**src/rtl/down_timer.sv**
```systemverilog
// down_timer: loadable down-counting timer with prescaler and one-shot or
// periodic reload. Expiry is flagged with a single-cycle registered pulse.
module down_timer #(
  parameter int unsigned WIDTH      = 32,
  parameter int unsigned PRESCALE_W = 8
) (
  input  logic                  clk,
  input  logic                  reset_n,
  input  logic                  enable,
  input  logic                  stop,
  input  logic                  load_valid,
  output logic                  load_ready,
  input  logic [WIDTH-1:0]      load_value,
  input  logic                  load_periodic,
  input  logic [PRESCALE_W-1:0] load_prescale,
  output logic [WIDTH-1:0]      count,
  output logic                  busy,
  output logic                  expired
);

  typedef enum logic [0:0] {
    IDLE = 1'b0,
    RUN  = 1'b1
  } state_e;

  state_e                  state_q,    state_d;
  logic [WIDTH-1:0]        count_q,    count_d;
  logic [WIDTH-1:0]        reload_q,   reload_d;
  logic [PRESCALE_W-1:0]   presc_q,    presc_d;
  logic [PRESCALE_W-1:0]   prescale_q, prescale_d;
  logic                    periodic_q, periodic_d;
  logic                    expired_q,  expired_d;
  logic                    tick_c;

  // Handshake is combinational so software sees readiness in the same cycle.
  assign load_ready = (state_q == IDLE) && !stop;

  // A tick fires on the enabled cycle where the prescaler reaches its limit.
  assign tick_c = (state_q == RUN) && enable && (presc_q == prescale_q);

  // Next-state logic: stop outranks both tick and load.
  always_comb begin
    state_d    = state_q;
    count_d    = count_q;
    reload_d   = reload_q;
    presc_d    = presc_q;
    prescale_d = prescale_q;
    periodic_d = periodic_q;
    expired_d  = 1'b0;

    if (stop) begin
      state_d = IDLE;
      presc_d = '0;
    end else begin
      unique case (state_q)
        IDLE: begin
          if (load_valid) begin
            count_d    = load_value;
            reload_d   = load_value;
            periodic_d = load_periodic;
            prescale_d = load_prescale;
            presc_d    = '0;
            // A zero interval expires immediately and never enters RUN.
            if (load_value == '0) begin
              expired_d = 1'b1;
            end else begin
              state_d = RUN;
            end
          end
        end
        RUN: begin
          if (enable) begin
            if (tick_c) begin
              presc_d = '0;
              if (count_q > WIDTH'(1)) begin
                count_d = count_q - WIDTH'(1);
              end else if (count_q == WIDTH'(1)) begin
                expired_d = 1'b1;
                if (periodic_q) begin
                  count_d = reload_q;
                end else begin
                  count_d = '0;
                  state_d = IDLE;
                end
              end
            end else begin
              presc_d = presc_q + PRESCALE_W'(1);
            end
          end
        end
        default: state_d = IDLE;
      endcase
    end
  end

  // State register; reset mid-run discards any pending expiry.
  always_ff @(posedge clk or negedge reset_n) begin
    if (!reset_n) begin
      state_q    <= IDLE;
      count_q    <= '0;
      reload_q   <= '0;
      presc_q    <= '0;
      prescale_q <= '0;
      periodic_q <= 1'b0;
      expired_q  <= 1'b0;
    end else begin
      state_q    <= state_d;
      count_q    <= count_d;
      reload_q   <= reload_d;
      presc_q    <= presc_d;
      prescale_q <= prescale_d;
      periodic_q <= periodic_d;
      expired_q  <= expired_d;
    end
  end

  assign count   = count_q;
  assign busy    = (state_q == RUN);
  assign expired = expired_q;

endmodule

```
**config.mk**
```make
export PLATFORM = sky130hd
export DESIGN_NAME = down_timer
export DESIGN_NICKNAME = d
export VERILOG_FILES = /design/src/rtl/down_timer.sv
export SDC_FILE = /design/constraint.sdc
export NUM_CORES = 1
export LEC_CHECK = 0
export ABC_AREA = 0
export CAP_MARGIN = 20
export CORE_ASPECT_RATIO = 0.8
export CORE_MARGIN = 2
export CORE_UTILIZATION = 53
export DETAILED_ROUTE_END_ITERATION = 16
export DONT_BUFFER_PORTS = 1
export PLACE_DENSITY = 0.68
export SYNTH_ARGS = -nofsm -noshare
export SYNTH_HDL_FRONTEND = slang
export SYNTH_SLANG_ARGS = --single-unit
export TNS_END_PERCENT = 1
```
**constraint.sdc**
```tcl
create_clock -name clk -period 3 [get_ports clk]
set_clock_uncertainty 0.1 [all_clocks]
set_input_delay 0.6 -clock clk [delete_from_list [all_inputs] [get_ports clk]]
set_output_delay 0.6 -clock clk [all_outputs]
set_load 0.02 [all_outputs]
```
==> results of run 1 <==
==> registers in the layout (all words and copies together), names as in the netlist <==
register	cells
count	32
reload_q	32
presc_q	8
prescale_q	8
busy	1
expired	1
periodic_q	1
==> final cells by class <==
class | count | area [sq um] | share of cell area
timing repair buffer | 34 | 300.3 | 0.05540
clock inverter | 1 | 30.03 | 0.005540
sequential | 83 | 2078 | 0.3834
inverter | 7 | 26.28 | 0.004848
clock buffer | 15 | 277.8 | 0.05125
multi-input combinational | 381 | 2564 | 0.4730
tap | 115 | 143.9 | 0.02655
==> cells by family (layout without fill, tap and decap cells) <==
family                     after synthesis  count (layout)  synth area share
AOI/OAI and AO/OA                      140             140            0.1885
muxes                                   42              42           0.09776
xor gates and xnor gates                21              21           0.03822
adders and majority gates                3               3          0.007801
buffers and inverters                   40              57           0.04134
and+or+nand+nor                        175             175            0.1948
DFF                                     83              83            0.4316
==> cells in the mapped netlist (13+ instances only) <==
library cell  count
dfrtp_1          83
clkbuf_1         19
nor2_1           40
nand3_1          18
a21oi_1          14
o21ai_0          56
mux2_2           40
xnor2_1          13
a311oi_1         14
nand2_1          27
nor4_1           16
nor3_1           18
==> stage by stage <==
| stage | area, sq um | setup slack, ps | cells |
|---|---|---|---|
| global placement | 5085 | 221.3 | 619 |
| CTS | 5420 | 193.2 | 636 |
| detailed placement | 5085 | 209.8 | 619 |
| global route | 5420 | 32.60 | 636 |
| floorplan | 4812 | 248.1 | 504 |
| finish | 5420 | 164.3 | 636 |
==> how the worst min path moves through the flow <==
stage	end	slack [ps]
after floorplan	busy	200
after global placement	count[10]	210
after detailed placement	count[10]	210
after CTS	count[10]	80
after global routing	reload_q[12]	100
final	reload_q[12]	60
==> power breakdown <==
part,switching [mW],internal [mW],total (mW)
registers,0.276,1.33,1.60
logic,0.470,0.367,0.837
clock network,0.434,0.715,1.15
==> layer usage <==
metal	up-vias	global-route usage	part of all wire
li1	1923	-	-
met2	224	0.4484	0.46
met5	-	0	0
met4	0	0.09432	0.010
met3	13	0.08881	0.11
met1	2092	0.3912	0.43
==> run_results.csv, run 1 <==
group,metric,value,unit
power,power,3.590,mW
status,run_status,"completed",
global_routing,grt_pass1_vias,4092,
sta,timing_worst_slew_pin_value,689.8,ps
final_layout,layout_common_cells,"dfrtp_1 (82), o21ai_0 (56), nor2_1 (40), mux2_2 (40), buf_4 (31)",
synthesis,ys_ff_latch,83,
synthesis,syn_area,0.004812,sq mm
clock_tree,worstSkewPairLatency,340,ps
critical_path,cp-end-kind,"register",
power,p_leak,2.158,nW
routing,drcViolationCount,0,
synthesis,synthTopCellsByArea,"dfrtp_1 (43%), mux2_2 (9.4%), o21ai_0 (5.8%)",
clock_tree,clkSlewWorstSetupHoldPaths,60,ps
global_routing,grt_pass1_wl,22.29,mm
synthesis,ys_types,59,
critical_path,cp.depth,5,
power,power.ir.vdd_worst,0.4764,mV
routing,wire_per_inst,21.56,um
synthesis,synth_fp_nets,553,
sta,fin_setup_tns,0,ps
sta,drv_slew,0,
synthesis,yosysTopAreaCellShare,0.4316,
floorplan,fp.dieW,110.5,um
routing,drtIter0Drc,340,
critical_path,crit_path_end,"count[13]",
place,port_buffers,0,
critical_path,path_max_fanout,14,
sta,finalHoldViolCount,0,
critical_path,crit_chain,"or3_1, nand2b_1, or4_1, a211o_1, a22oi_1",
critical_path,crit_path_start_kind,"register",
sta,min_period,2836,ps
final_layout,area_growth,12.64,%
critical_path,startpoint,"count[23]",
final_layout,fin_util,0.6076,
critical_path,r2r-start,"count[23]",
final_layout,nNetsFinal,565,
global_routing,grt_max_degree,84,
final_layout,drive_above_1_share,0.2035,
routing,antenna_left,0,
synthesis,synth-main-ff-cell,"dfrtp_1",
clock_tree,cts_sinks,83,
floorplan,core_area,0.008921,sq mm
final_layout,nFillCells,766,
global_routing,overflow,0,
sta,slew_headroom,0.5359,
power,cellPowerDensity,662.4,mW/mm^2
clock_tree,holdBufCountCts,1,
critical_path,required,3150,ps
run,maxCapViolCount,0,
critical_path,r2r_slack,160,ps
critical_path,r2r_cells,5,
clock_tree,cts_tree,"done",
critical_path,timing.rr.end,"count[13]",
sta,fmax,352.6,MHz
final_layout,n_antenna_cell,0,
synthesis,synthCells,504,
sta,setup_viol,0,
critical_path,crit_path_top_delay_cell,"or4_1",
synthesis,ys_async_sr_fraction,1.000,
floorplan,rows,31,
synthesis,synth-edff-count,0,
clock_tree,h-tree-depth,3,
global_routing,antenna_found_initial,0,
floorplan,dieArea,0.009862,sq mm
routing,wl,13.71,mm
synthesis,synth_area_leader_cell,"dfrtp_1",
global_routing,grt_usage,0.2882,
routing,drt_first_pass_iters,5,
floorplan,die_h,89.23,um
floorplan,start_util,0.5394,
critical_path,slowest_delay,870,ps
clock_tree,clockBufferDepth,2,
critical_path,crit_arrival,2980,ps
place,routabilityCongestion,0.8417,
floorplan,io-pin-count,81,
routing,vias_per_cell,6.686,
clock_tree,root_buffer,"clkbuf_16",
clock_tree,ctsResizeCount,0,
clock_tree,post_cts.repair.setup_buffers,0,
final_layout,final_common_cell,"dfrtp_1",
synthesis,synth_area_per_cell,9.548,sq um
critical_path,setup.worst_path.class,"reg2reg",
synthesis,yosysWarnings,0,
clock_tree,cts_buffers,9,
sta,holdWs,62.92,ps
critical_path,crit_family,"simple AND/OR/NAND/NOR gates",
synthesis,synth_seq_area_share,0.4316,
min_path,min_path_type,"in2async",
sta,rsz0062_at_grt,"no",
critical_path,critPathBufInv,0,
routing,vias,4252,
place,hpwl,9.211,mm
sta,period_share,0.9452,
No activity file was read; power rests on OpenSTA's default activity.
==> run 2, diff against run 1 <==
--- a/config.mk
+++ b/config.mk
@@ -6,12 +6,13 @@
 export NUM_CORES = 1
 export LEC_CHECK = 0
 export ABC_AREA = 0
-export CAP_MARGIN = 20
+export CAP_MARGIN = 30
 export CORE_ASPECT_RATIO = 0.8
 export CORE_MARGIN = 2
 export CORE_UTILIZATION = 53
 export DETAILED_ROUTE_END_ITERATION = 16
 export DONT_BUFFER_PORTS = 1
+export MAX_ROUTING_LAYER = met4
 export PLACE_DENSITY = 0.68
 export SYNTH_ARGS = -nofsm -noshare
 export SYNTH_HDL_FRONTEND = slang
==> run 2 against run 1 <==
Via count fell by 1.0%. Routed wire length rose by 0.60%. Core utilization did not move. Cell count did not move. Sequential cell count did not move. Clock-buffer cell count did not move. Die area did not move. Final area did not move. Combinational power barely moved. Largest cell class unchanged. Sequential share of layout area did not move. Global-route usage rose by 0.95 points.
==> run_results.csv, run 2 (synthesized netlist as in run 1, its figures left out) <==
group,metric,value,unit
status,run_status,"completed",
final_layout,layout.cells.non_filler,636,
clock_tree,clkSlewWorstSetupHoldPaths,60,ps
power,p_leak,2.158,nW
routing,wl,13.80,mm
sta,rsz0062_at_grt,"no",
clock_tree,post_cts.repair.setup_buffers,0,
run,maxCapViolCount,0,
global_routing,grt_use_met2,0.4490,
clock_tree,h-tree-depth,3,
sta,min_period,2846,ps
place,place_inst,619,
sta,setup_viol,0,
final_layout,area_growth,12.64,%
critical_path,setup.worst_path.class,"reg2reg",
global_routing,antenna_found_initial,0,
routing,drt_first_pass_iters,5,
floorplan,rows,31,
floorplan,dieArea,0.009862,sq mm
power,power_frac_clock,0.320,
final_layout,nNetsFinal,565,
sta,slew_headroom,0.5504,
final_layout,nFillCells,766,
critical_path,crit_chain,"or3_1, nand2b_1, or4_1, a211o_1, a22oi_1",
floorplan,start_util,0.5394,
routing,vias_per_cell,6.618,
power,power.ir.vdd_worst,0.4776,mV
final_layout,regArea,0.002078,sq mm
critical_path,crit_arrival,2990,ps
clock_tree,ctsResizeCount,0,
power,p_int,2.411,mW
critical_path,cp-end-kind,"register",
sta,period_share,0.9487,
power,cellPowerDensity,663.3,mW/mm^2
power,swShare,0.3293,
global_routing,overflow,0,
routing,antenna_left,0,
global_routing,busiest_layer,"met2",
final_layout,drive_above_1_share,0.2035,
clock_tree,root_buffer,"clkbuf_16",
global_routing,grt_usage,0.2977,
place,routabilityCongestion,0.8549,
sta,fmax,351.4,MHz
clock_tree,holdBufCountCts,1,
sta,finalHoldViolCount,0,
sta,drv_slew,0,
place,port_buffers,0,
final_layout,multi_input_area,0.002564,sq mm
global_routing,grt_pass1_wl,22.34,mm
power,p_seq_frac,0.447,
floorplan,fp.dieW,110.5,um
clock_tree,cts_tree,"done",
min_path,min_path_type,"in2async",
place,post_dp_cell_area,0.005085,sq mm
critical_path,slowest_delay,880,ps
global_routing,grt_max_degree,84,
power,p_comb_frac,0.234,
global_routing,use_met1,0.3955,
floorplan,core_area,0.008921,sq mm
sta,timing_worst_slew_pin_value,668.2,ps
sta,holdWs,64.44,ps
final_layout,final_common_cell,"dfrtp_1",
clock_tree,cts_buffers,9,
routing,wire_per_inst,21.69,um
clock_tree,cts_sinks,83,
power,p_switching,1.184,mW
routing,vias,4209,
final_layout,fin_util,0.6076,
global_routing,gr-usage-met3,0.08339,
critical_path,required,3150,ps
clock_tree,worstSkewPairLatency,340,ps
routing,drtIter0Drc,361,
critical_path,crit_path_top_delay_cell,"or4_1",
global_routing,grt_pass1_vias,4080,
clock_tree,clockBufferDepth,2,
final_layout,finish.instance_area,0.005420,sq mm
place,hpwl,9.211,mm
floorplan,die_h,89.23,um
critical_path,path_max_fanout,14,
final_layout,n_antenna_cell,0,
critical_path,crit_path_start_kind,"register",
sta,fin_setup_tns,0,ps
routing,drcViolationCount,0,
floorplan,io-pin-count,81,
final_layout,layout_common_cells,"dfrtp_1 (82), o21ai_0 (56), nor2_1 (40), mux2_2 (40), buf_4 (31)",
-- run 2: cell counts in the layout (fill, tap and decap cells not counted) --
Identical to the previous run, type by type.
-- run 2: area by class of cell --
type                       count  share of cell area
clock inverter                 1            0.005540
timing repair buffer          34             0.05540
multi-input combinational    381              0.4730
tap                          115             0.02655
sequential                    83              0.3834
clock buffer                  15             0.05125
inverter                       7            0.004848
-- run 2: through the flow --
stage,power (mW),setup slack [ps]
CTS,3.605,193.2
global placement,2.398,221.3
detailed placement,2.423,209.8
finish,3.595,153.9
floorplan,2.128,248.1
global route,3.771,32.60
-- run 2: path summary, 6_finish.rpt --
path | start | end | slack, ps | cells past startpoint
hold reg to reg | reload_q[21] | reload_q[21] | 410 | 1
max in group asynchronous | reset_n | busy | 2380 | 1
hold / removal | reset_n | reload_q[12] | 60 | 1
setup / recovery | count[23] | count[13] | 150 | 5
setup reg to reg | count[23] | count[13] | 150 | 5
min in group clk | stop | expired | 250 | 1
-- run 2: power by group through the flow --
stage	registers [mW]	logic (mW)	clock network (mW)
after global placement	1.61	0.787	0
final	1.61	0.839	1.15
after global routing	1.64	0.917	1.22
after floorplan	1.63	0.493	0
after detailed placement	1.62	0.804	0
after CTS	1.60	0.837	1.17
-- run 2: critical path, delay by kind of cell (launching register included) --
kind,cells,cell delay [ps]
AND/OR/NAND/NOR,3,1680
flip-flops,1,460
AO/OA/AOI/OAI,2,500
-- run 2: layer usage --
metal / part of all wire / wire length (um) / vias up
met1: 0.45 / 6230 / 2103
li1: - / - / 1920
met3: 0.081 / 1115 / 17
met4: 0.011 / 148 / 0
met5: 0 / 0 / -
met2: 0.46 / 6302 / 169
==> run 3, diff against run 2 <==
--- a/config.mk
+++ b/config.mk
@@ -12,6 +12,7 @@
 export CORE_UTILIZATION = 53
 export DETAILED_ROUTE_END_ITERATION = 16
 export DONT_BUFFER_PORTS = 1
+export GPL_TIMING_DRIVEN = 0
 export MAX_ROUTING_LAYER = met4
 export PLACE_DENSITY = 0.68
 export SYNTH_ARGS = -nofsm -noshare
==> run 3 against run 2 <==
Clock power is 9.6% higher. Routed wire length is 11% higher. Power is 2.9% higher. Worst hold slack better by 7.7 ps. Sequential power is 7% higher. Critical path type unchanged. Highest routed layer unchanged. Non-clock buffer count is 7 higher. Fmax is 4.0% lower. Final area is 1.2% higher.
==> run_results.csv, run 3 (synthesized netlist as in run 1, its figures left out) <==
group,metric,value,unit
status,run_status,"completed",
final_layout,nNetsFinal,572,
global_routing,grt_pass1_vias,4179,
routing,wl,15.32,mm
floorplan,rows,31,
critical_path,crit_path_end,"count[25]",
floorplan,fp.dieW,110.5,um
routing,drt_first_pass_iters,5,
final_layout,drive_above_1_share,0.2068,
routing,antenna_left,0,
power,p_leak,2.163,nW
power,power.ir.vdd_worst,0.3970,mV
final_layout,final_common_cell,"dfrtp_1",
routing,vias_per_cell,6.958,
critical_path,r2r-start,"count[7]",
clock_tree,clkSlewWorstSetupHoldPaths,60,ps
critical_path,required,3130,ps
clock_tree,cts_tree,"done",
routing,wire_per_inst,23.87,um
place,routabilityCongestion,0.9622,
critical_path,crit_path_start_kind,"register",
floorplan,start_util,0.5394,
critical_path,r2r_slack,30,ps
critical_path,cp-end-kind,"register",
sta,holdWs,72.16,ps
global_routing,grt_pass1_wl,23.54,mm
global_routing,antenna_found_initial,0,
sta,setup_viol,0,
clock_tree,h-tree-depth,3,
critical_path,timing.rr.end,"count[25]",
routing,drcViolationCount,0,
clock_tree,cts_sinks,83,
clock_tree,clockBufferDepth,2,
routing,drtIter0Drc,546,
run,maxCapViolCount,0,
final_layout,n_antenna_cell,0,
final_layout,layout_common_cells,"dfrtp_1 (80), o21ai_0 (56), nor2_1 (40), mux2_2 (40), nand2_1 (27)",
critical_path,setup.worst_path.class,"reg2reg",
critical_path,path_max_fanout,6,
place,hpwl,10.58,mm
sta,slew_headroom,0.5021,
final_layout,fin_util,0.6147,
sta,rsz0062_at_grt,"yes",
sta,timing_worst_slew_pin_value,740.1,ps
global_routing,grt_max_degree,84,
final_layout,finish.instance_area,0.005484,sq mm
routing,vias,4467,
floorplan,core_area,0.008921,sq mm
clock_tree,worstSkewPairLatency,340,ps
sta,fin_setup_tns,0,ps
sta,fmax,337.2,MHz
sta,drv_slew,0,
power,cellPowerDensity,674.3,mW/mm^2
critical_path,r2r_cells,6,
sta,finalHoldViolCount,0,
critical_path,startpoint,"count[7]",
place,port_buffers,0,
floorplan,die_h,89.23,um
min_path,min_path_type,"in2async",
floorplan,dieArea,0.009862,sq mm
clock_tree,cts_buffers,9,
global_routing,grt_usage,0.3242,
floorplan,io-pin-count,81,
place,post_dp_cell_area,0.004956,sq mm
clock_tree,root_buffer,"clkbuf_16",
sta,min_period,2965,ps
final_layout,nFillCells,737,
final_layout,area_growth,13.96,%
global_routing,overflow,0,
sta,period_share,0.9885,
critical_path,crit_arrival,3100,ps
-- run 3: cell count changes in the layout (fill, tap and decap cells not counted), sizes merged --
cell | previous run | this run
clkinv | 1 | 3
clkbuf | 15 | 29
clkinvlp | 0 | 1
bufinv | 1 | 3
buf | 34 | 21
-- run 3: how the worst min path moves through the flow --
stage	startpoint	to	depth (start not counted)
after floorplan	reset_n	busy	0
after global placement	reset_n	count[10]	0
after detailed placement	reset_n	count[10]	0
after CTS	reset_n	count[10]	1
after global routing	reset_n	reload_q[4]	1
final	reset_n	count[10]	1
-- run 3: area by class of cell --
class,instances,area (sq um),share of cell area
multi-input combinational,381,2633,0.4800
sequential,83,2081,0.3794
clock buffer,9,225.2,0.04107
buffer,33,180.2,0.03285
tap,115,143.9,0.02624
clock inverter,6,115.1,0.02099
timing repair buffer,8,80.08,0.01460
inverter,7,26.28,0.004791
-- run 3: repair_timing --
action / 4_1_cts / 5_1_grt
endpoints found under the setup margin: 32 / 32
hold endpoints to repair: 83 / 0
buffers inserted: 3 / 4
pin swaps: 2 / 2
hold buffers: 1 / 0
gates resized for setup: 14 / 11
-- run 3: per-layer routing --
layer  global-route usage  vias to the layer above  routed length, um  part of all wire
met5                    -                        -                  0                 0
met4               0.1068                        0                350             0.023
met3               0.1058                       36               1815              0.12
met2               0.4741                      288               6649              0.43
met1               0.4299                     2206               6508              0.42
li1                     -                     1937                  -                 -
-- run 3: where the power goes --
group / leakage, nW / internal [mW] / switching [mW] / total (mW)
combinational: 1.01 / 0.318 / 0.382 / 0.700
clock: 0.162 / 0.811 / 0.453 / 1.26
sequential: 0.996 / 1.33 / 0.406 / 1.73
total: 2.16 / 2.46 / 1.24 / 3.70
-- run 3: stage by stage --
stage / power (mW) / setup WS, ps / std cells
2_1_floorplan: 2.128 / 248.1 / 504
3_3_place_gp: 2.323 / -542.7 / 619
3_5_place_dp: 2.352 / -536.2 / 619
4_1_cts: 3.667 / -0.2787 / 638
5_1_grt: 3.853 / -14.69 / 642
6_report: 3.698 / 34.60 / 642
-- run 3: critical path, stage by stage (launching register included) --
cell and delay (ps):
dfrtp_1 520, or4_4 610, or4_4 610, or4_4 620
o21ai_0 130, o21ai_1 90, a21o_1 180
